--- src/rtl/dispatch_queue_pkg.sv ---
// Shared types for the dispatch queue: decoder op classes, default depth and routing helper.
package dispatch_queue_pkg;

  localparam int unsigned DqDepth = 32;

  typedef enum logic [2:0] {
    OpRType     = 3'd0,
    OpIType     = 3'd1,
    OpILoadType = 3'd2,
    OpSType     = 3'd3,
    OpBType     = 3'd4,
    OpUType     = 3'd5,
    OpJType     = 3'd6,
    OpJalrType  = 3'd7
  } op_type_e;

  // Loads and stores go to the LSB; every other class goes to the RS.
  function automatic logic is_lsb_class(op_type_e op);
    return (op == OpSType) || (op == OpILoadType);
  endfunction

endpackage

--- src/rtl/dispatch_queue_if.sv ---
// Handshake bundle between fetch/decode, the dispatch queue and the ROB/RS/LSB back end.
interface dispatch_queue_if
  import dispatch_queue_pkg::*;
#(
  parameter int unsigned XLEN = 32,
  parameter int unsigned AW   = 5
);
  logic            rdy_in;
  logic            roll_back;
  logic            instruction_ready;
  logic [XLEN-1:0] instruction_in;
  logic [XLEN-1:0] pc_in;
  op_type_e        op_type_in;
  logic            rob_is_full;
  logic            rs_is_full;
  logic            lsb_is_full;
  logic            ins_to_rob;
  logic            ins_to_rs;
  logic            ins_to_lsb;
  logic [XLEN-1:0] instruction_out;
  logic [XLEN-1:0] ins_pc_out;
  logic [AW:0]     count;
  logic            is_full;
  logic            almost_full;

  modport master (
    output rdy_in, roll_back, instruction_ready, instruction_in, pc_in, op_type_in,
           rob_is_full, rs_is_full, lsb_is_full,
    input  ins_to_rob, ins_to_rs, ins_to_lsb, instruction_out, ins_pc_out,
           count, is_full, almost_full
  );

  modport slave (
    input  rdy_in, roll_back, instruction_ready, instruction_in, pc_in, op_type_in,
           rob_is_full, rs_is_full, lsb_is_full,
    output ins_to_rob, ins_to_rs, ins_to_lsb, instruction_out, ins_pc_out,
           count, is_full, almost_full
  );
endinterface

--- src/rtl/dispatch_queue_route.sv ---
// Combinational issue decision for the head entry: can it go, and to RS or LSB.
module dispatch_queue_route
  import dispatch_queue_pkg::*;
(
  input  logic     valid_i,
  input  op_type_e op_type_i,
  input  logic     rob_full_i,
  input  logic     rs_full_i,
  input  logic     lsb_full_i,
  output logic     issue_o,
  output logic     to_rs_o,
  output logic     to_lsb_o
);
  logic lsb_class;

  always_comb begin
    lsb_class = is_lsb_class(op_type_i);
    issue_o   = valid_i && !rob_full_i && (lsb_class ? !lsb_full_i : !rs_full_i);
    to_lsb_o  = issue_o && lsb_class;
    to_rs_o   = issue_o && !lsb_class;
  end
endmodule

--- src/rtl/dispatch_queue.sv ---
// In-order instruction queue: buffers decoded instructions and issues one per cycle to ROB+RS/LSB.
module dispatch_queue
  import dispatch_queue_pkg::*;
#(
  parameter int unsigned DEPTH     = DqDepth,
  parameter int unsigned AW        = $clog2(DEPTH),
  parameter int unsigned AF_MARGIN = 2,
  parameter int unsigned XLEN      = 32
) (
  input logic             clk_in,
  input logic             rst_in,
  dispatch_queue_if.slave dq
);
  localparam logic [AW:0] FullLevel = (AW+1)'(DEPTH);
  localparam logic [AW:0] AfLevel   = (AW+1)'(DEPTH - AF_MARGIN);

  logic [XLEN-1:0] inst_mem [DEPTH];
  logic [XLEN-1:0] pc_mem   [DEPTH];
  op_type_e        op_mem   [DEPTH];

  logic [AW-1:0]   head_q, head_d, rear_q, rear_d;
  logic [AW:0]     count_q, count_d;
  logic            rob_q, rob_d, rs_q, rs_d, lsb_q, lsb_d;
  logic [XLEN-1:0] inst_out_q, inst_out_d, pc_out_q, pc_out_d;

  logic full, enq, issue, to_rs, to_lsb, mem_we;

  assign full = (count_q == FullLevel);
  assign enq  = dq.instruction_ready && !full;

  dispatch_queue_route u_route (
    .valid_i   (count_q != '0),
    .op_type_i (op_mem[head_q]),
    .rob_full_i(dq.rob_is_full),
    .rs_full_i (dq.rs_is_full),
    .lsb_full_i(dq.lsb_is_full),
    .issue_o   (issue),
    .to_rs_o   (to_rs),
    .to_lsb_o  (to_lsb)
  );

  always_comb begin
    head_d     = head_q;
    rear_d     = rear_q;
    count_d    = count_q;
    rob_d      = 1'b0;
    rs_d       = 1'b0;
    lsb_d      = 1'b0;
    inst_out_d = inst_out_q;
    pc_out_d   = pc_out_q;
    if (dq.roll_back) begin
      head_d     = '0;
      rear_d     = '0;
      count_d    = '0;
      inst_out_d = '0;
      pc_out_d   = '0;
    end else begin
      if (enq) rear_d = rear_q + 1'b1;
      if (issue) begin
        head_d     = head_q + 1'b1;
        rob_d      = 1'b1;
        rs_d       = to_rs;
        lsb_d      = to_lsb;
        inst_out_d = inst_mem[head_q];
        pc_out_d   = pc_mem[head_q];
      end
      case ({enq, issue})
        2'b10:   count_d = count_q + 1'b1;
        2'b01:   count_d = count_q - 1'b1;
        default: count_d = count_q;
      endcase
    end
  end

  always_ff @(posedge clk_in) begin
    if (rst_in) begin
      head_q     <= '0;
      rear_q     <= '0;
      count_q    <= '0;
      rob_q      <= 1'b0;
      rs_q       <= 1'b0;
      lsb_q      <= 1'b0;
      inst_out_q <= '0;
      pc_out_q   <= '0;
    end else if (dq.rdy_in) begin
      head_q     <= head_d;
      rear_q     <= rear_d;
      count_q    <= count_d;
      rob_q      <= rob_d;
      rs_q       <= rs_d;
      lsb_q      <= lsb_d;
      inst_out_q <= inst_out_d;
      pc_out_q   <= pc_out_d;
    end
  end

  // Storage carries no reset; occupancy alone decides which slots are meaningful.
  assign mem_we = !rst_in && dq.rdy_in && !dq.roll_back && enq;

  always_ff @(posedge clk_in) begin
    if (mem_we) begin
      inst_mem[rear_q] <= dq.instruction_in;
      pc_mem[rear_q]   <= dq.pc_in;
      op_mem[rear_q]   <= dq.op_type_in;
    end
  end

  assign dq.ins_to_rob      = rob_q;
  assign dq.ins_to_rs       = rs_q;
  assign dq.ins_to_lsb      = lsb_q;
  assign dq.instruction_out = inst_out_q;
  assign dq.ins_pc_out      = pc_out_q;
  assign dq.count           = count_q;
  assign dq.is_full         = full;
  assign dq.almost_full     = (count_q >= AfLevel);
endmodule

--- src/flat_wrapper.sv ---
// flat-port wrapper written by rule: the top's interface ports become plain ports
module dispatch_queue_flat import dispatch_queue_pkg::*;
#(
  parameter int unsigned DEPTH     = DqDepth,
  parameter int unsigned AW        = $clog2(DEPTH),
  parameter int unsigned AF_MARGIN = 2,
  parameter int unsigned XLEN      = 32
)
  (clk_in, rst_in, dq_rdy_in, dq_roll_back, dq_instruction_ready, dq_instruction_in, dq_pc_in, dq_op_type_in, dq_rob_is_full, dq_rs_is_full, dq_lsb_is_full, dq_ins_to_rob, dq_ins_to_rs, dq_ins_to_lsb, dq_instruction_out, dq_ins_pc_out, dq_count, dq_is_full, dq_almost_full);
  dispatch_queue_if #(.XLEN(XLEN), .AW(AW)) dq_i ();
  input logic clk_in;
  input logic rst_in;
  input wire logic [$bits(dq_i.rdy_in)-1:0] dq_rdy_in;
  input wire logic [$bits(dq_i.roll_back)-1:0] dq_roll_back;
  input wire logic [$bits(dq_i.instruction_ready)-1:0] dq_instruction_ready;
  input wire logic [$bits(dq_i.instruction_in)-1:0] dq_instruction_in;
  input wire logic [$bits(dq_i.pc_in)-1:0] dq_pc_in;
  input wire logic [$bits(dq_i.op_type_in)-1:0] dq_op_type_in;
  input wire logic [$bits(dq_i.rob_is_full)-1:0] dq_rob_is_full;
  input wire logic [$bits(dq_i.rs_is_full)-1:0] dq_rs_is_full;
  input wire logic [$bits(dq_i.lsb_is_full)-1:0] dq_lsb_is_full;
  output wire logic [$bits(dq_i.ins_to_rob)-1:0] dq_ins_to_rob;
  output wire logic [$bits(dq_i.ins_to_rs)-1:0] dq_ins_to_rs;
  output wire logic [$bits(dq_i.ins_to_lsb)-1:0] dq_ins_to_lsb;
  output wire logic [$bits(dq_i.instruction_out)-1:0] dq_instruction_out;
  output wire logic [$bits(dq_i.ins_pc_out)-1:0] dq_ins_pc_out;
  output wire logic [$bits(dq_i.count)-1:0] dq_count;
  output wire logic [$bits(dq_i.is_full)-1:0] dq_is_full;
  output wire logic [$bits(dq_i.almost_full)-1:0] dq_almost_full;
  assign dq_i.rdy_in = dq_rdy_in;
  assign dq_i.roll_back = dq_roll_back;
  assign dq_i.instruction_ready = dq_instruction_ready;
  assign dq_i.instruction_in = dq_instruction_in;
  assign dq_i.pc_in = dq_pc_in;
  assign dq_i.op_type_in = dq_op_type_in;
  assign dq_i.rob_is_full = dq_rob_is_full;
  assign dq_i.rs_is_full = dq_rs_is_full;
  assign dq_i.lsb_is_full = dq_lsb_is_full;
  assign dq_ins_to_rob = dq_i.ins_to_rob;
  assign dq_ins_to_rs = dq_i.ins_to_rs;
  assign dq_ins_to_lsb = dq_i.ins_to_lsb;
  assign dq_instruction_out = dq_i.instruction_out;
  assign dq_ins_pc_out = dq_i.ins_pc_out;
  assign dq_count = dq_i.count;
  assign dq_is_full = dq_i.is_full;
  assign dq_almost_full = dq_i.almost_full;
  dispatch_queue #(.DEPTH(DEPTH), .AW(AW), .AF_MARGIN(AF_MARGIN), .XLEN(XLEN)) u_core (.clk_in(clk_in), .rst_in(rst_in), .dq(dq_i));
endmodule
--- config.mk ---
export PLATFORM = sky130hd
export DESIGN_NAME = dispatch_queue_flat
export DESIGN_NICKNAME = d
export VERILOG_FILES = /design/src/rtl/dispatch_queue_pkg.sv /design/src/rtl/dispatch_queue_if.sv /design/src/rtl/dispatch_queue_route.sv /design/src/rtl/dispatch_queue.sv /design/src/flat_wrapper.sv
export SDC_FILE = /design/constraint.sdc
export NUM_CORES = 2
export LEC_CHECK = 0
export ABC_CLOCK_PERIOD_IN_PS = 6100
export CAP_MARGIN = 20
export CORE_MARGIN = 2
export CORE_UTILIZATION = 62
export CTS_BUF_LIST = sky130_fd_sc_hd__clkbuf_2
export DETAILED_ROUTE_END_ITERATION = 12
export HOLD_SLACK_MARGIN = 0.12
export PLACE_DENSITY = 0.87
export SETUP_SLACK_MARGIN = 0.2
export SLEW_MARGIN = 20
export SYNTH_ARGS = -nofsm -noshare
export SYNTH_HDL_FRONTEND = slang
export SYNTH_HIERARCHICAL = 1
export SYNTH_SLANG_ARGS = --single-unit
--- constraint.sdc ---
create_clock -name clk_in -period 6.1 [get_ports clk_in]
set_input_delay 1.22 -clock clk_in [delete_from_list [all_inputs] [get_ports clk_in]]
set_output_delay 1.22 -clock clk_in [all_outputs]
set_load 0.1 [all_outputs]
* Word-level counts from Yosys, hierarchy flattened
Memory sizes are Yosys's and may differ from the RTL's. A register that Yosys moved wholly into a read port is not among the register bits.
Cells that the tools add are included.
** Word-level totals
- Bits in registers :: 83
- RAM bits :: 2144
- Bits of input ports :: 75
- Output and inout port bits :: 75
- Memories :: 3
** Memories
- u_core.inst_mem :: depth 32, bits a word 32, read ports 1, clocked after Yosys merged registers in 1, write ports 1, RTL line dispatch_queue.sv:17 : logic [XLEN-1:0] inst_mem [DEPTH];
- u_core.pc_mem :: depth 32, bits a word 32, read ports 1, clocked after Yosys merged registers in 1, write ports 1, RTL line dispatch_queue.sv:18 : logic [XLEN-1:0] pc_mem [DEPTH];
- u_core.op_mem :: depth 32, bits a word 3, read ports 1, clocked after Yosys merged registers in 1, write ports 1, RTL line dispatch_queue.sv:19 : op_type_e op_mem [DEPTH];
** Cells by class
- Add/subtract/negate cells :: 4
- Magnitude comparators :: 1
- Eq/ne operators :: 5
- Muxes and demuxes :: 25
- Reductions and logical operators :: 23
** Operators with widths (count)
- $mux W32 :: 4
- $mux W5 :: 10
- $pmux W6 S2 :: 1
- $add A5 B1 Y5 const B :: 2
- $mux W1 :: 9
- $logic_and A1 B1 Y1 :: 8
- $logic_not A1 Y1 :: 7
- $add A6 B1 Y6 const B :: 1
- $eq A3 B2 Y1 const B :: 2
- $eq A6 B6 Y1 const B :: 1
- $ge A6 B5 Y1 const B :: 1
- $mux W6 :: 1
- $reduce_and A2 Y1 :: 3
- $reduce_bool A6 Y1 :: 1
- $sub A6 B1 Y6 const B :: 1
- $reduce_bool A2 Y1 :: 2
- $reduce_bool A3 Y1 :: 1
- $eq A2 B1 Y1 const B :: 1
- $eq A2 B2 Y1 const B :: 1
- $logic_or A1 B1 Y1 :: 1

* Logic depth before layout (Yosys ltp)
- Depth after elaboration :: 8
- Gate-level depth with buffers :: 16
- Gate-level depth less buffers :: 13

* Cells and area by module
The synthesis kept the hierarchy.
** By module, submodules not included
- dispatch_queue :: times used 1, cells an instance 3735, area an instance 84762.5 um^2, seq. area each 66143.4 um^2
- dispatch_queue_route :: times used 1, cells an instance 6, area an instance 53.8 um^2, seq. area each 0.0 um^2

* Worst setup path after synthesis
Ideal clock, no wire load.
- Path kind :: register to register
- Start :: register u_core.count_q[0] (netlist: u_core/dq.count[0])
- End :: memory u_core.inst_mem[15][0], enable pin
- Setup time :: 493 ps
- Data arrival time :: 5058 ps
- Required time :: 5607 ps
- Slack :: 549 ps
- Cell stages (with the launch flop) :: 6
- Buffers on the path :: 0
- Path through :: dfxtp_1 and2b_2 a21oi_1 and4bb_2 nand2_1 nor2_1
** Between the ends
- Cells in the longest elaborated chain, start to end :: 6
** RTL lines
- start, declared :: RTL line dispatch_queue.sv:22 : logic [AW:0] count_q, count_d;
- start signal, assigned :: RTL line dispatch_queue.sv:88 : count_q <= count_d;
- $eq A6 B6 Y1 :: RTL line dispatch_queue.sv:28 : assign full = (count_q == FullLevel);
- $logic_not A1 Y1 :: RTL line dispatch_queue.sv:29 : assign enq = dq.instruction_ready && !full;
- $logic_and A1 B1 Y1 :: RTL line dispatch_queue.sv:29
- $logic_and A1 B1 Y1 :: RTL line dispatch_queue.sv:98 : assign mem_we = !rst_in && dq.rdy_in && !dq.roll_back && enq;
- $mux W1 :: RTL line dispatch_queue.sv:101 : if (mem_we) begin
- $mux W1 (not written as such) :: RTL line dispatch_queue.sv:102 : inst_mem[rear_q] <= dq.instruction_in;
- end, declared :: RTL line dispatch_queue.sv:17
No other way between the ends.

==> results.md <==
- Total gr overflow: 0
- Worst-skew pair later-pin latency: 1720 ps
- # H-tree levels: 6
- Max Freq: 0.197 GHz
- Worst r2r path cells: 13
- Final Skew: 162 ps
- Area growth syn-to-layout: 11.0%
- Post-Syn Area: 83600 sq um
- Placer Congestion: 0.784
- DRC Markers: 0
- Vias in the first global route: 45300
- Avg WL per Cell: 31.8 microns
- Syn avg cell area: 22.6 sq um
- Setup TNS: 0 ps
- Most used cell, CP: mux4_2
- Mapped Cells: 3698
- First-pass GRT wire length: 295000 microns
- Final setup vio count: 0
- Unrepaired setup endpoints after global routing: no
- Warnings from Yosys: 6
- CTS tree: yes
- Post-DRT Antenna Nets: 0
- Max Cap Viol: 0
- Status: completed
- Cell family with most CP delay: compound AO/OA/AOI/OAI gates
- Sink Count: 2200
- CP required: 7650 ps
- Crit start category: flip-flop
- Detailed-route via count: 43600
- Num CTS Buffers: 536
- Detail Placement HPWL: 109000 microns
- Setup slack after layout: 1030 ps
- Detailed Route WL: 205000 microns
- Post-Place Cell Area: 87900 sq um
- Flop2flop setup slack: 1030 ps
- Critical Path Sink Type: flip-flop
- Net Count, Synth: 3783
- Fin area: 92800 sq um
- Hold Path Depth: 4
- Hold path start: dq_lsb_is_full
- Clock slew at the register clock pins of the worst setup and hold paths: 100 ps
- Worst hold slack: 322 ps
- WHS Endpoint: u_core/dq.ins_to_lsb
- Count of final max-slew check failures: 0
- CP Buf/Inv Count: 0
- Largest net degree at the start of global routing: 144
- Die ar.: 138000 sq um
- Place WS: 1140 ps
- CP arrival: 6620 ps
- Pwr dens: 287 nW/um^2
- Die X: 371 microns
- Post-route clock period utilization: 0.832
- Critical path class: flip-flop to flip-flop
- P_leak: 0.0289 uW
- CTS max path bufs: 4
- IO buf count: 148
- Vias per inst: 6.76
- HP Class: primary input to flip-flop
- RR Endpoint: u_core/dq.count[5]
- Critical-path maximum fanout: 21
- Worst-path cell chain: mux4_2, mux4_2, mux2_2, nand2b_1, a211oi_2, nand2_1, o32ai_4, ha_1, a211oi_1, o21bai_1, a21oi_1, mux2i_1, nand4_1
- Worst-Margin Slew: 1180 ps
- 1st-pass router iterations: 7
- Final hold vios: 0
- Core ar.: 134000 sq um
- Initial DRC count: 6237
- Final net count: 4386
- Peak supply drop: 224 uV
- Slowest CP cell: dfxtp_4
- Period minus WS final: 5070 ps
- Share of cells above drive strength 1: 0.341
- Largest stage delay, worst path: 630 ps
- Slew margin rel.: 0.215
- Post-cts resize count: 0
- Clk Tree Root Cell: clkbuf_2
- Layout fillers: 7494
- Row count: 134
- Io pins: 150
- Die height: 371 microns
- Total Routing Usage GR: 0.301
- Initial antenna violation count: 10
- Starting Density: 0.626
-- per-layer routing --
layer / track usage / part of all wire / vias up
met5: 0 / 0.00030 / -
met4: 0.145 / 0.045 / 8
met3: 0.0757 / 0.12 / 654
met2: 0.488 / 0.50 / 3537
met1: 0.385 / 0.33 / 22200
li1: - / - / 17300
-- per-stage QoR --
stage	total power, uW	util	cells
2_1_floorplan	17000	-	3698
3_3_place_gp	17300	0.658	5516
3_5_place_dp	17300	0.658	5516
4_1_cts	26800	0.694	6424
5_1_grt	27600	0.695	6450
6_report	26700	0.695	6452
-- worst register-to-register path: cells and delay by family (launching register included) --
family | cells | cell delay (ps)
simple gates | 3 | 500
fa+ha+maj | 1 | 340
mux | 4 | 1730
compound gates | 5 | 1760
flops | 1 | 630
-- power breakdown --
part	leakage, uW	total, uW	switching [uW]	internal, uW
registers	0.0197	16500	9.58	16500
clock network	0.00369	9680	5610	4070
logic	0.00551	441	313	128
-- what timing repair did --
item                                   CTS  global route
endpoints found under the hold margin   34           441
setup buffers                            0             0
hold buffers                             1            14
-- layout by cell type (no fill, tap or decap), types with 14 or more instances in the layout --
cell and n:
nand2_1 42, a221o_1 31, dlygate4sd3_1 15, a22o_1 49
inv_2 15, buf_12 32, nor2_1 42, edfxtp_1 2112
a21oi_1 89, mux2i_1 105, clkbuf_2 766, a22oi_1 44
nor2b_1 41, mux2_2 72, dfxtp_1 83, bufinv_16 17
nor3_1 28, a211oi_1 41, buf_4 76, o21ai_0 18
nor2_4 36, clkinv_1 87, clkinv_2 18, mux4_2 523
buf_2 15, diode_2 14, clkdlybuf4s50_1 133
-- area by class of cell --
class / instances / area [sq um] / area share
antenna: 14 / 35.0 / 0.000377
clock buffer: 766 / 3830 / 0.0413
clock inverter: 141 / 1010 / 0.0109
inverter: 6 / 22.5 / 0.000243
multi-input combinational: 1286 / 17700 / 0.191
sequential: 2200 / 65200 / 0.702
tap: 1768 / 2210 / 0.0238
timing repair buffer: 271 / 2770 / 0.0298
-- how the worst max path moves through the flow --
stage / depth (start not counted) / slack [ps] / end
finish: 13 / 1030 / u_core/dq.count[5]
floorplan: 5 / 590 / u_core/inst_mem[15][0]
detailed placement: 13 / 1140 / u_core/dq.count[5]
global placement: 13 / 1240 / u_core/dq.count[5]
CTS: 3 / 880 / dq_is_full
global route: 3 / 740 / dq_is_full
-- sequential cells by signal, summed over array words and instances (netlist names), named ones only --
signal,flops
u_core/dq.count,6
u_core/dq.ins_pc_out,32
u_core/dq.ins_to_lsb,1
u_core/dq.ins_to_rob,1
u_core/dq.ins_to_rs,1
u_core/dq.instruction_out,32
u_core/head_q,5
u_core/inst_mem,1024
u_core/op_mem,64
u_core/pc_mem,1024
u_core/rear_q,5
Power figures use the tool's default switching activity.
